File: src/rtl/var_iter_counter.sv
// Variable-node iteration sequencer for an iterative decoder: steps the variable-node
// index once per clock per half-iteration and counts decode iterations up to max_iter.
module var_iter_counter #(
    parameter int log2n       = 3,
    parameter int n           = 6,
    parameter int n_minus_one = 5,
    parameter int log2i       = 4,
    parameter int max_iter    = 10
) (
    input  logic             clk,
    input  logic             rst,
    input  logic             check_done,
    input  logic             syndrome_zero,
    input  logic             start,
    output logic [log2n-1:0] var_iter_count,
    output logic [log2i-1:0] dec_iter_count,
    output logic [2:0]       state,
    output logic             var_done,
    output logic             converged
);

    // Inputs are single-cycle pulses with no handshake: check_done is acted on only
    // while in WAIT, start only while in FINISH; everything else drops them.
    typedef enum logic [2:0] {
        wait_s   = 3'b001,
        run_s    = 3'b010,
        finish_s = 3'b100
    } state_t;

    localparam logic [log2n-1:0] one_val = log2n'(1);
    localparam logic [log2n-1:0] n_val   = log2n'(n);
    localparam logic [log2n-1:0] nm1_val = log2n'(n_minus_one);
    localparam logic [log2i-1:0] max_val = log2i'(max_iter);

    state_t           state_q, state_d;
    logic [log2n-1:0] var_q, var_d;
    logic [log2i-1:0] dec_q, dec_d;
    logic             vd_q, vd_d;
    logic             conv_q, conv_d;
    logic [log2i-1:0] dec_inc;

    assign dec_inc = dec_q + log2i'(1);

    always_ff @(posedge clk or posedge rst) begin
        if (rst) begin
            state_q <= wait_s;
            var_q   <= one_val;
            dec_q   <= '0;
            vd_q    <= 1'b0;
            conv_q  <= 1'b0;
        end else begin
            state_q <= state_d;
            var_q   <= var_d;
            dec_q   <= dec_d;
            vd_q    <= vd_d;
            conv_q  <= conv_d;
        end
    end

    always_comb begin
        state_d = state_q;
        var_d   = var_q;
        dec_d   = dec_q;
        vd_d    = 1'b0;
        conv_d  = conv_q;
        case (state_q)
            wait_s: begin
                if (check_done) begin
                    if (syndrome_zero) begin
                        state_d = finish_s;
                        conv_d  = 1'b1;
                    end else begin
                        state_d = run_s;
                        var_d   = one_val;
                    end
                end
            end
            run_s: begin
                if (var_q <= nm1_val) begin
                    var_d = var_q + one_val;
                end else if (var_q == n_val) begin
                    vd_d  = 1'b1;
                    var_d = one_val;
                    dec_d = dec_inc;
                    if (dec_inc == max_val) begin
                        state_d = finish_s;
                        conv_d  = 1'b0;
                    end else begin
                        state_d = wait_s;
                    end
                end else begin
                    // Corrupted index above n: restart the sweep rather than run away.
                    var_d = one_val;
                end
            end
            finish_s: begin
                if (start) begin
                    state_d = wait_s;
                    dec_d   = '0;
                    conv_d  = 1'b0;
                    var_d   = one_val;
                end
            end
            default: state_d = wait_s;
        endcase
    end

    assign state          = state_q;
    assign var_iter_count = var_q;
    assign dec_iter_count = dec_q;
    assign var_done       = vd_q;
    assign converged      = conv_q;

endmodule

File: config.mk
export PLATFORM = sky130hd
export DESIGN_NAME = var_iter_counter
export DESIGN_NICKNAME = d
export VERILOG_FILES = /design/src/rtl/var_iter_counter.sv
export SDC_FILE = /design/constraint.sdc
export NUM_CORES = 1
export LEC_CHECK = 0
export CAP_MARGIN = 20
export CORE_AREA = 4 4 46 48
export DETAILED_ROUTE_END_ITERATION = 8
export DIE_AREA = 0 0 50 52
export PLACE_DENSITY_LB_ADDON = 0.12
export SLEW_MARGIN = 20
export SYNTH_ARGS = -nofsm -noshare
export SYNTH_HDL_FRONTEND = slang
export SYNTH_SLANG_ARGS = --single-unit
export TNS_END_PERCENT = 5
File: constraint.sdc
create_clock -name clk -period 1.9 [get_ports clk]
set_input_delay 0.38 -clock clk [delete_from_list [all_inputs] [get_ports clk]]
set_output_delay 0.38 -clock clk [all_outputs]
set_load 0.01 [all_outputs]
==> summary.txt, run 1 <==
Run status
  – Status: finished, final reports clean

Finish
  – Layout cells sized above 1: 0.144
  – # nets final: 115
  – Diodes inserted: 0
  – Synth-to-layout area growth: 30.0%
  – Fillers: ~140
  – Util after Layout: 0.604

Floorplan
  – # rows: 15
  – Boundary pin count: 17
  – Initial Util: 0.464
  – Placeable Area: roughly 0.0017 mm^2
  – Die width: approximately 50 um
  – Die Y: approximately 52 um
  – Die area: approximately 0.0026 mm^2

Worst setup path
  – CP Max Fanout: 11
  – CP top delay family: buffers and inverters
  – CP cell instances: clkdlybuf4s50_1
  – RR Startpoint: var_iter_count[0]$_DFFE_PP1P_
  – Setup slack, reg-to-reg: about 260 ps
  – Critical path depth: 1
  – Critical path class: reg -> out
  – Crit path from: state[1]$_DFFE_PP0P_
  – RR Endpoint: dec_iter_count[2]$_DFFE_PP0P_
  – CP peak stage delay: around 600 ps
  – R2r worst-path depth: 6
  – Endpoint class of the critical path: primary output
  – Arrival @ worst endpoint: 1380 ps
  – CP startpoint kind: register
  – CP bufs+invs: 1
  – Crit path to: state[1]
  – Worst path slowest cell: clkdlybuf4s50_1
  – Req. time, crit path: around 1500 ps

Power and ir drop
  – Peak VDD IR: just over 0.0006 V
  – Power, Total: approximately 1.2 mW
  – Pwr dens: 1210 mW/mm^2
  – Leak pwr: 0.495 nW

Timing
  – Fin crit share: 0.926
  – RSZ-0062 raised after global routing: false
  – Endpoints failing hold: 0
  – Slew margin rel.: 0.691
  – Worst-margin pin slew: around 460 ps
  – Clk_skew: approximately 7.4 ps
  – Slew Limit Fails: 0
  – TNS Setup: 0 ps
  – Fmax: about 0.57 GHz
  – Setup Viol. Count Final: 0
  – Fin Hold WS: 408 ps
  – Tmin final: around 1800 ps

Placed design
  – Port-buffer cells: 16
  – DP HPWL: 1.31 mm
  – Routability cong.: between 0.8 and 0.9

Logic synthesis
  – Post-synth ARST share: 1.00
  – Adder-cell share of the synthesized area: 0.0789
  – Syn Inst Count: 83
  – Syn Area/Cell: ~9.6 um^2
  – Post-Synth Simple-Gate Area: 0.287
  – Largest family of logic cells by synthesized area: simple AND/OR/NAND/NOR gates
  – Sequential share of the synthesized area: 0.382
  – Post-synth cell types: 35
  – Most frequent cell after synthesis: dfrtp_1
  – Syn Nets: 93
  – Post-synth EDFFs: 0
  – Area leader, netlist: dfrtp_1
  – Top cells by area, synth: dfrtp_1 (32%), ha_1 (7.9%), dfstp_2 (6.6%), nor2_1 (3.8%), nor3b_1 (3.8%)
  – Synth top area share: 0.315
  – Post-synthesis cell area: a little under 800 um^2
  – Xor and xnor fraction of the mapped netlist area: 0.0110
  – Ys flop type: dfrtp_1
  – Post-synthesis mux area share: 0
  – Commonest cells post-synth: dfrtp_1 (10), nor2_1 (8), inv_1 (7)
  – Post-synthesis compound-gate area fraction: 0.178
  – Synth warn: 0
  – Post-synthesis register bit count: 12

Job
  – Max-Cap Viols: 0

Clock tree
  – CTS buffer count: 3
  – CTS Buffer Depth: 2
  – TritonCTS clock tree: done
  – Htree depth: 1
  – Skew-Pair Late Insertion Delay: approximately 270 ps
  – Root buffer cell: clkbuf_4
  – # clock sinks: 12
  – Worst-path clk slew: approximately 80 ps

GRT
  – Total grt overflow: 0
  – Largest net degree at the start of global routing: 13
  – Gr usage total: 0.152
  – Vias in the first global route: between 600 and 700
  – Antenna violations before repair: 0
  – First-pass GRT wire length: 3.02 mm

Detailed routing
  – Vias: 662
  – Post-DR wirelength/cell: approximately 13 um
  – Vias per cell: 5.13
  – Iter 0 DRT Violations: 19
  – Final ANT Viol Nets: 0
  – DR DRC count: 0
  – Final WL: 1.71 mm
  – First-pass DRT Iterations: 4

Min path
  – Hold crit path type: in -> async
## worst reg2reg max path, delay by kind of cell, from the launching register on
kind	cells	cell delay, ps
buffers and inverters	1	160
flip-flops	1	570
adder cells (fa/ha/maj)	1	140
AO/OA/AOI/OAI	1	270
AND/OR/NAND/NOR	3	410
## where the power goes
group | internal [mW] | switching [mW] | total [mW] | leakage [nW]
Sequential | 0.345 | 0.127 | 0.473 | 0.148
Combinational | 0.314 | 0.258 | 0.571 | 0.326
Clock | 0.116 | 0.0853 | 0.202 | 0.0210
Total | 0.775 | 0.470 | 1.25 | 0.495
## worst min path at each step
stage,start,to,slack (ps),cells past startpoint
finish,rst,dec_iter_count[0]$_DFFE_PP0P_,410,2
CTS,rst,converged$_DFFE_PP0P_,420,2
global route,rst,converged$_DFFE_PP0P_,430,2
floorplan,rst,converged$_DFFE_PP0P_,240,1
detailed placement,var_iter_count[2]$_DFFE_PP0P_,var_iter_count[2]$_DFFE_PP0P_,530,1
global placement,var_iter_count[2]$_DFFE_PP0P_,var_iter_count[2]$_DFFE_PP0P_,530,1
## routing by layer
metal / global-route usage / share of wire / vias to the layer above
met5: 0 / 0 / -
met4: 0.0415 / 0.011 / 0
met3: 0.0344 / 0.044 / 2
met2: 0.246 / 0.45 / 19
met1: 0.204 / 0.50 / 298
li1: - / - / 343
## cell families after synthesis
family | count (synthesis)
fa+ha+maj | 5
compound gates | 21
buf+inv | 10
simple gates | 34
flops | 12
xor+xnor | 1
## sequential cells by signal (all words and copies together), names as in the netlist
name and count:
dec_iter_count 4, state 3, var_iter_count 3, converged 1
var_done 1
## placed cells by master (no fill, tap or decap), types with 2 or more instances in the layout
| master | synthesis | routed |
|---|---|---|
| ha_1 | 5 | 5 |
| nor3b_1 | 4 | 4 |
| dfrtp_1 | 10 | 9 |
| dfstp_2 | 2 | 2 |
| o21ai_0 | 5 | 5 |
| a21o_1 | 2 | 2 |
| buf_4 | 1 | 4 |
| a21oi_1 | 5 | 5 |
| a211o_1 | 2 | 2 |
| a31oi_1 | 2 | 2 |
| nand2b_1 | 2 | 2 |
| inv_1 | 7 | 7 |
| clkbuf_4 | 0 | 3 |
| nand2_1 | 4 | 4 |
| nor2_1 | 8 | 8 |
| nand3_1 | 4 | 4 |
| clkdlybuf4s50_1 | 0 | 15 |
## per-stage QoR
step	cell area [um^2]	std cells	worst slack, ps
finish	1030	129	140
global route	1030	129	68.2
CTS	1030	129	20.2
detailed placement	991	125	120
global placement	991	125	160
floorplan	793	83	241
## timing repair
action                                  in CTS  in global routing
setup buffers                                0                  0
gates resized for setup                      0                  2
endpoints found under the setup margin       0                  2
hold buffers                                 0                  0
## area by class of cell
class                      instances  area [um^2]  share of cell area
inverter                           7         26.3              0.0255
clock buffer                       4         36.3              0.0352
multi-input combinational         61          440               0.427
timing repair buffer              20          193               0.187
tap                               25         31.3              0.0303
sequential                        12          304               0.295
Power figures use the tool's default switching activity.
==> run 2: changes to the inputs <==
--- a/config.mk
+++ b/config.mk
@@ -9,6 +9,7 @@
 export CORE_AREA = 4 4 46 48
 export DETAILED_ROUTE_END_ITERATION = 8
 export DIE_AREA = 0 0 50 52
+export MAX_ROUTING_LAYER = met4
 export PLACE_DENSITY_LB_ADDON = 0.12
 export SLEW_MARGIN = 20
 export SYNTH_ARGS = -nofsm -noshare
==> run 2 against run 1 <==
Worst hold slack about the same. Cell count unchanged. Critical endpoint unchanged. Non-clock buffer count unchanged. Worst setup slack worse by 1.4 ps. Critical path depth unchanged. Register-to-register slack about the same. First-iteration DRC count down 11%. Clock power about the same. Fmax about the same. Highest routed layer unchanged. Clock skew about the same.
==> summary.txt, run 2 (synthesized netlist as in run 1, its figures left out) <==
Run status
  – Status: finished, final reports clean

Finish
  – Layout cells sized above 1: 0.144
  – Fillers: roughly 140
  – # nets final: between 100 and 150
  – Fin cells: around 130
  – Design Area, Final: 0.00103 mm^2
  – Largest register FFs: 4
  – Diodes inserted: 0
  – Sequential cell area: between 300 and 400 um^2
  – Most frequent cells in the layout: clkdlybuf4s50_1 (15), dfrtp_1 (9), nor2_1 (8)
  – Area taken by multi-input logic gates: between 400 and 500 um^2
  – Synth-to-layout area growth: 30.0%
  – Most common cell after layout, fill and taps aside: clkdlybuf4s50_1

Worst setup path
  – R2r worst-path depth: 6
  – CP peak stage delay: roughly 600 ps
  – Critical path class: reg -> out
  – CP top delay family: buffers and inverters
  – RR Startpoint: var_iter_count[0]$_DFFE_PP1P_
  – CP cell instances: clkdlybuf4s50_1
  – Critical path depth: 1
  – Setup slack, reg-to-reg: approximately 260 ps
  – Worst path slowest cell: clkdlybuf4s50_1
  – RR Endpoint: dec_iter_count[2]$_DFFE_PP0P_
  – CP bufs+invs: 1
  – Arrival @ worst endpoint: around 1400 ps
  – Req. time, crit path: between 1500 and 2000 ps
  – Endpoint class of the critical path: primary output
  – CP startpoint kind: register
  – CP Max Fanout: 11

Placed design
  – Port-buffer cells: 16
  – Pre-CTS setup slack: 120 ps
  – DP HPWL: roughly 1.3 mm
  – Routability cong.: approximately 0.83
  – Cells after DPL: approximately 130
  – Area of placed instances: 991 um^2

Timing
  – Slew Limit Fails: 0
  – Setup Viol. Count Final: 0
  – RSZ-0062 raised after global routing: false
  – Fin Hold WS: between 400 and 500 ps
  – Slew margin rel.: 0.691
  – TNS Setup: 0 ps
  – Final setup margin: 139 ps
  – Clk_skew: 7.14 ps
  – Fmax: ~0.57 GHz
  – Worst-margin pin slew: between 400 and 500 ps
  – Tmin final: between 1500 and 2000 ps
  – Fin crit share: 0.927
  – Endpoints failing hold: 0

Detailed routing
  – Vias per cell: approximately 5.2
  – First-pass DRT Iterations: 4
  – Post-DR wirelength/cell: roughly 13 um
  – DR DRC count: 0
  – Final ANT Viol Nets: 0
  – Iter 0 DRT Violations: 17
  – Vias: 671
  – Final WL: around 1.7 mm

Floorplan
  – Boundary pin count: 17
  – Initial Util: 0.464
  – # rows: 15
  – Die Y: approximately 52 um
  – Die area: 0.00260 mm^2
  – Placeable Area: around 0.0017 mm^2
  – Die width: ~50 um

Clock tree
  – Worst-path clk slew: 80 ps
  – CTS Buffer Depth: 2
  – TritonCTS clock tree: done
  – CTS buffer count: 3
  – Skew-Pair Late Insertion Delay: between 200 and 300 ps
  – Hold buffer count at CTS: 0
  – Htree depth: 1
  – Root buffer cell: clkbuf_4
  – # clock sinks: 12

GRT
  – Antenna violations before repair: 0
  – Gr usage total: 0.156
  – Total grt overflow: 0
  – First-pass GRT wire length: about 3.0 mm
  – Largest net degree at the start of global routing: 13
  – Vias in the first global route: slightly below 700

Power and ir drop
  – Pwr dens: around 1200 mW/mm^2
  – Peak VDD IR: roughly 0.0006 V
  – Leak pwr: between 0.4 and 0.5 nW

Job
  – Max-Cap Viols: 0

Min path
  – Hold crit path type: in -> async
==> run 2: timing repair <==
| item | in CTS | in global routing |
|---|---|---|
| buffers inserted | 0 | 0 |
| endpoints found under the setup margin | 0 | 2 |
| gates resized for setup | 0 | 2 |
==> run 2: per-layer routing <==
metal  wire length [um]  vias to the layer above  track usage  share of wire
met5                  0                        -            -              0
met4                 18                        0       0.0415          0.010
met3                 75                        2       0.0344          0.044
met2                782                       19        0.250           0.45
met1                843                      305        0.198           0.49
li1                   -                      345            -              -
==> run 2: worst max-delay path by stage <==
stage	from	to	slack (ps)
CTS	state[0]$_DFFE_PP1P_	state[0]	20
floorplan	var_iter_count[1]$_DFFE_PP0P_	dec_iter_count[2]$_DFFE_PP0P_	240
global route	state[1]$_DFFE_PP0P_	state[1]	70
finish	state[1]$_DFFE_PP0P_	state[1]	140
detailed placement	check_done	var_iter_count[2]$_DFFE_PP0P_	120
global placement	check_done	var_iter_count[2]$_DFFE_PP0P_	160
==> run 2: report_power, final <==
part / leakage [nW] / switching, mW / internal [mW]
clock network: 0.0210 / 0.0852 / 0.116
registers: 0.148 / 0.127 / 0.345
logic: 0.326 / 0.259 / 0.314
total: 0.495 / 0.470 / 0.776
==> run 2: layout make-up <==
| cell class | instances | area share |
|---|---|---|
| flip-flops and latches | 12 | 0.295 |
| clock buffers | 4 | 0.0352 |
| multi-input cells | 61 | 0.427 |
| inverters | 7 | 0.0255 |
| repair buffers | 20 | 0.187 |
| well taps | 25 | 0.0303 |
==> run 2: per-stage QoR <==
step                      total power, mW  utilization
after floorplan                     0.813            -
after global placement               1.04        0.580
after detailed placement             1.05        0.580
after CTS                            1.26        0.601
after global routing                 1.37        0.604
final                                1.25        0.604
==> run 3: changes to the inputs <==
--- a/config.mk
+++ b/config.mk
@@ -9,6 +9,7 @@
 export CORE_AREA = 4 4 46 48
 export DETAILED_ROUTE_END_ITERATION = 8
 export DIE_AREA = 0 0 50 52
+export GPL_ROUTABILITY_DRIVEN = 0
 export MAX_ROUTING_LAYER = met4
 export PLACE_DENSITY_LB_ADDON = 0.12
 export SLEW_MARGIN = 20
==> results of run 3 <==
No change in the layout: final DEF, timing and power equal those of run 2.
